`config.mk`:
```
export PLATFORM = sky130hd
export DESIGN_NAME = mux_sel_arbiter
export DESIGN_NICKNAME = d
export VERILOG_FILES = /design/src/rtl/mux_sel_arbiter.sv
export SDC_FILE = /design/constraint.sdc
export NUM_CORES = 1
export LEC_CHECK = 0
export CELL_PAD_IN_SITES_DETAIL_PLACEMENT = 0
export CELL_PAD_IN_SITES_GLOBAL_PLACEMENT = 1
export CORE_MARGIN = 2
export CORE_UTILIZATION = 36
export DETAILED_ROUTE_END_ITERATION = 8
export PLACE_DENSITY = 0.73
export SETUP_SLACK_MARGIN = 0.4
export SLEW_MARGIN = 25
export SYNTH_ARGS = -nofsm -noshare
export SYNTH_HDL_FRONTEND = slang
export SYNTH_SLANG_ARGS = --single-unit
export TNS_END_PERCENT = 30
```
`constraint.sdc`:
```
create_clock -name clk -period 2.51 [get_ports clk]
set_input_delay 0.3765 -clock clk [delete_from_list [all_inputs] [get_ports clk]]
set_output_delay 0.3765 -clock clk [all_outputs]
set_load 0.02 [all_outputs]
```
`src/rtl/mux_sel_arbiter.sv`:
```
// mux_sel_arbiter: round-robin burst arbiter driving a 3-input operand mux select.
// Define ARB_BURST_LOCK_EN to lock grants for BURST_LEN beats; otherwise each burst is one beat.
module mux_sel_arbiter #(
  parameter int BURST_LEN = 4
) (
  input  logic       clk,
  input  logic       rst,
  input  logic [2:0] req,
  input  logic       o_ready,
  output logic [1:0] sel,
  output logic [2:0] gnt,
  output logic       o_valid,
  output logic [2:0] ack,
  output logic       busy
);
`ifdef ARB_BURST_LOCK_EN
  localparam logic [3:0] LAST = 4'(BURST_LEN - 1);
`else
  localparam logic [3:0] LAST = 4'd0;
`endif
  typedef enum logic {IDLE, BUSY} state_t;
  state_t     state_q, state_d;
  logic [3:0] cnt_q, cnt_d;
  logic [1:0] ptr_q, ptr_d, sel_q, sel_d, p1, p2, pick, cur;
  logic [2:0] gnt_q, gnt_d;
  logic       hold, xfer, done;
  function automatic logic [1:0] nxt(input logic [1:0] p);
    return p == 2'd2 ? 2'd0 : p + 2'd1;
  endfunction
  assign p1      = nxt(ptr_q);
  assign p2      = nxt(p1);
  assign pick    = req[p1] ? p1 : req[p2] ? p2 : ptr_q;
  assign cur     = gnt_q[0] ? 2'd0 : gnt_q[1] ? 2'd1 : 2'd2;
  assign busy    = state_q == BUSY;
  assign hold    = |(req & gnt_q);
  assign o_valid = busy && hold;
  assign xfer    = o_valid && o_ready;
  assign ack     = xfer ? gnt_q : 3'b000;
  assign gnt     = gnt_q;
  assign sel     = sel_q;
  // a dropped request ends the burst without a transfer
  assign done    = busy && (!hold || (xfer && cnt_q == LAST));
  always_comb begin
    state_d = state_q;
    cnt_d   = cnt_q;
    ptr_d   = ptr_q;
    gnt_d   = gnt_q;
    sel_d   = sel_q;
    if (!busy && |req) begin
      state_d = BUSY;
      gnt_d   = 3'b001 << pick;
      sel_d   = pick == 2'd0 ? 2'b00 : pick == 2'd1 ? 2'b10 : 2'b11;
      cnt_d   = 4'd0;
    end else if (done) begin
      state_d = IDLE;
      ptr_d   = cur;
      gnt_d   = 3'b000;
    end else if (xfer) begin
      cnt_d = cnt_q + 4'd1;
    end
  end
  always_ff @(posedge clk or posedge rst) begin
    if (rst) begin
      state_q <= IDLE;
      cnt_q   <= 4'd0;
      ptr_q   <= 2'd2;
      gnt_q   <= 3'b000;
      sel_q   <= 2'b00;
    end else begin
      state_q <= state_d;
      cnt_q   <= cnt_d;
      ptr_q   <= ptr_d;
      gnt_q   <= gnt_d;
      sel_q   <= sel_d;
    end
  end
endmodule

```
Yosys cells after proc, flatten, opt, wreduce, memory -nomap -nowiden --
Index checks and enable logic that the tools add are counted. W data, S select, Z words.
Operators by class: add/sub/neg operators 3, $mul 0, divide/modulo/power cells 0, order comparisons 2, eq/ne operators 4, shift-type cells 1, multiplexer cells 20, bitwise logic cells 2, reductions and logical operators 16
Operator list (count):
- $mux W2 | 7
- $mux W4 | 3
- $mux W3 | 3
- $lt A2 B3 Y1 const B | 2
- $reduce_or A3 Y1 | 2
- $logic_and A1 B1 Y1 | 5
- $mux W1 | 5
- $add A2 B1 Y2 const B | 2
- $add A4 B1 Y4 const B | 1
- $bmux W1 S2 | 2
- $eq A2 B2 Y1 const B | 2
- $logic_not A4 Y1 | 1
- $reduce_and A2 Y1 | 2
- $reduce_bool A2 Y1 | 2
- $and A3 B3 Y3 | 1
- $shl A1 B2 Y3 const A | 1
- $eq A2 B1 Y1 const B | 1
- $logic_not A1 Y1 | 2
- $logic_not A2 Y1 | 1
- $ne A2 B1 Y1 const B | 1
- $logic_or A1 B1 Y1 | 1
- $not A1 Y1 | 1
Word-level totals: bits in registers 12, bits in latches 0, bits in writable memories 0, ROM bits 0, bits of input ports 6, output and inout port bits 10, word-level logic and storage cells 53, memories 0

Depth between registers and ports, before layout --
depth after elaboration 11, gate-level depth with buffers 5, mapped depth without buffers 5

Worst setup path before layout --
Ideal clock, no wire load.
path type flip-flop to output port, start point register gnt_q[1], in the netlist gnt[1], end point output ack[0], arrival 1750 ps, data required time 2134 ps, path slack 383 ps, stages on the path, launching flop included 4, path buffers 0, cells stage by stage dfrtp_1 > a222oi_1 > and2b_2 > and3_2
Between the ends: cells in the longest elaborated chain, start to end 5
Ends and longest elaborated chain:
- start: declaration | RTL line 25 | logic [2:0] gnt_q, gnt_d;
- start signal: assignment | RTL line 73 | gnt_q <= gnt_d;
- $and A3 B3 Y3 | RTL line 35 | assign hold = |(req & gnt_q);
- $reduce_or A3 Y1 | RTL line 35
- $logic_and A1 B1 Y1 | RTL line 36 | assign o_valid = busy && hold;
- named net o_valid | RTL line 12 | output logic o_valid,
- $logic_and A1 B1 Y1 | RTL line 37 | assign xfer = o_valid && o_ready;
- $mux W3 | RTL line 38 | assign ack = xfer ? gnt_q : 3'b000;
- end: declaration | RTL line 13 | output logic [2:0] ack,
The timed path passes the listed nets, and every way through them passes these cells.

Worst setup path after layout --
start point register gnt_q[1], in the netlist gnt[1], end point output ack[2]
Between the ends: cells in the longest elaborated chain, start to end 5
Ends and longest elaborated chain (RTL line):
- $and A3 B3 Y3 | 35
- $reduce_or A3 Y1 | 35
- $logic_and A1 B1 Y1 | 36
- $logic_and A1 B1 Y1 | 37
- $mux W3 | 38
Every way passes these cells.

==> results.cfg <==
[timing]
hold_violations = 0
slew_violations = 0
worstMarginPinSlew_ns = 0.608
fin_crit_sh_pct = 82.4
relSlewSlack_pct = 59.4
maxClockFrequency_ghz = 0.483
fin_setup_tns_ns = 0
finClkSkew_ns = 0.00579
layout_setup_ws_ns = 0.441
post-route-min-period_ns = 2.07
setup_viol = 0
rsz0062_at_grt = yes

[critical_path]
reg2reg_slack_ns = 0.74
worstPathRequired_ns = 2.13
path_cells = a222oi_1, and2b_2, and3_4, buf_6
max_stage_delay_ns = 0.42
crit_path_start_kind = flip-flop
reg2reg_to = cnt_q[1]$_DFFE_PP0P_
path_class = reg2out
cpMaxStageDelayCell = dfrtp_2
crit_arrival_ns = 1.69
path_max_fanout = 4
r2r-start = cnt_q[0]$_DFFE_PP0P_
worst_setup_path_end_kind = output pin
r2r_cells = 5

[routing]
via_per_inst = 5.40
wirelength_um = 1580
detail-route-antenna-nets = 0
wire_per_inst_um = 13.4
first_pass_iters = 4
vias = 637
drc = 0
drt_iter0_drc = 16

[placement]
routabilityCongestion = 0.855
post-place-ws_ns = -0.0478
place_hpwl_um = 1150
place_area_um2 = 913
port_buffers = 15

[floorplan]
rows = 15
pin_count = 16
start_util_pct = 39.1
core_area_um2 = 1750
fp.dieW_um = 47.5
dieArea_um2 = 2260
fp.dieH_um = 47.5

[clock_network]
cts_max_level = 1
clkSlewWorstSetupHoldPaths_ns = 0.08
clock_sink_count = 12
clk_path_buf_depth = 2
cts_tree = done
clk_latency_ns = 0.28
cts_made_buffers = 3
cts_hold_buf = 0
root_buffer = clkbuf_4

[synth]
synth.net_count = 74
synth_top_area_share_pct = 40.4
synth.area.top_cells = dfrtp_1 (40%), o21ai_0 (5.1%), mux2_2 (5.0%)
synth_area_leader_cell = dfrtp_1
syn-cell-area_um2 = 682
yosysSeqAreaShare_pct = 44.2
synth_cells = 66
syn_area_per_cell_um2 = 10.3
yosys_warnings = 0
ys_types = 30
postSynthRegisterBits = 12

[run_status]
outcome = finished clean

[global_routing]
grt_usage_pct = 16.9
grt_pass1_wl_um = 2640
antenna_found_initial = 0
grt_max_degree = 15
grt_pass1_vias = 629
grt-ovfl-total = 0

[final_layout]
fin_util_pct = 55.1
layout-drive-gt1-share_pct = 30.1
n_antenna_cell = 0
nets = 102
syn_to_final_growth_pct = 41.1
postLayoutCellArea_um2 = 962

[power]
powerDensity_nw_per_um2 = 957
power_leakage_uw = 0.000421
post-layout-total-power_uw = 921
ir_drop_uv = 580

[job]
maxCapViolations = 0

[hold_path]
min_path_type = in2async
[layout make-up]
class	count	area, um^2
multi-input combinational	47	365
fill	169	783
tap	25	31.3
timing repair buffer	24	214
sequential	12	303
inverter	6	22.5
clock buffer	4	26.3
[power breakdown]
part,internal (uW),leakage [uW],switching (uW)
Combinational,242,0.000252,222
Sequential,257,0.000153,68.2
Clock,61.7,0.0000150,69.7
Total,561,0.000421,360
[Yosys cell counts, drive strengths merged]
master,count
o22a,1
nor3b,1
dfrtp,11
or4,1
o21ai,7
inv,6
ha,2
o32a,1
a21o,1
a32o,1
nor2b,2
or4b,1
and2b,1
mux2i,2
dfstp,1
o32ai,2
nor3,1
mux2,3
a21oi,3
a222oi,1
or2b,1
nor4bb,1
nand2,3
nand4b,1
o31ai,2
o21a,1
and3,3
nor4b,2
nor2,2
clkbuf,1
[state kept, by name, summed over array words and instances (netlist names)]
| register | flops |
|---|---|
| busy | 1 |
| cnt_q | 4 |
| gnt | 3 |
| ptr_q | 2 |
| sel | 2 |
[through the flow]
stage	hold WS, ns	instances
final	0.397	118
after global routing	0.451	118
after CTS	0.412	116
after detailed placement	0.492	112
after global placement	0.494	112
after floorplan	0.240	66
[worst max-delay path, delay by kind of cell (launching register included)]
family / cells / cell delay, ns
flops: 1 / 0.42
simple gates: 2 / 0.47
compound gates: 1 / 0.40
buf+inv: 1 / 0.12
[how the worst max path moves through the flow]
stage | to | depth (start not counted) | start | slack, ns
after detailed placement | ack[0] | 5 | req[1] | -0.05
final | ack[2] | 4 | gnt[1]$_DFFE_PP0P_ | 0.44
after global placement | ack[1] | 5 | req[2] | -0.04
after floorplan | ack[0] | 3 | gnt[1]$_DFFE_PP0P_ | 0.40
after global routing | ack[2] | 4 | gnt[1]$_DFFE_PP0P_ | 0.35
after CTS | ack[0] | 4 | gnt[1]$_DFFE_PP0P_ | 0.40
[per-layer routing]
layer,up-vias,global-route usage [%],part of all wire (%)
met4,0,8.33,1.7
li1,303,-,-
met2,21,27.8,49
met3,4,3.40,4.2
met5,-,0,0
met1,309,21.1,45
[cells in the final DEF, fill, tap and decap left out, types with 3 or more instances in the layout]
master	count
clkdlybuf4s50_1	9
a21oi_1	3
inv_1	6
mux2_2	3
buf_4	9
nand2_1	3
buf_6	3
clkbuf_4	3
o21ai_0	7
dfrtp_1	10
and3_4	3
[cell families (layout without fill, tap and decap cells)]
family / Yosys count / after routing / synth area share [%]
buf+inv: 7 / 34 / 3.85
flops: 12 / 12 / 44.2
simple gates: 20 / 20 / 20.2
mux: 5 / 5 / 7.89
compound gates: 20 / 20 / 20.2
fa+ha+maj: 2 / 2 / 3.67
[timing repair]
item                                    in CTS  in global routing
setup buffers                                0                  2
gates resized for setup                     24                  3
pin swaps                                    1                  1
endpoints found under the setup margin       4                  4
Note: power is estimated with default switching activity, not from simulation.
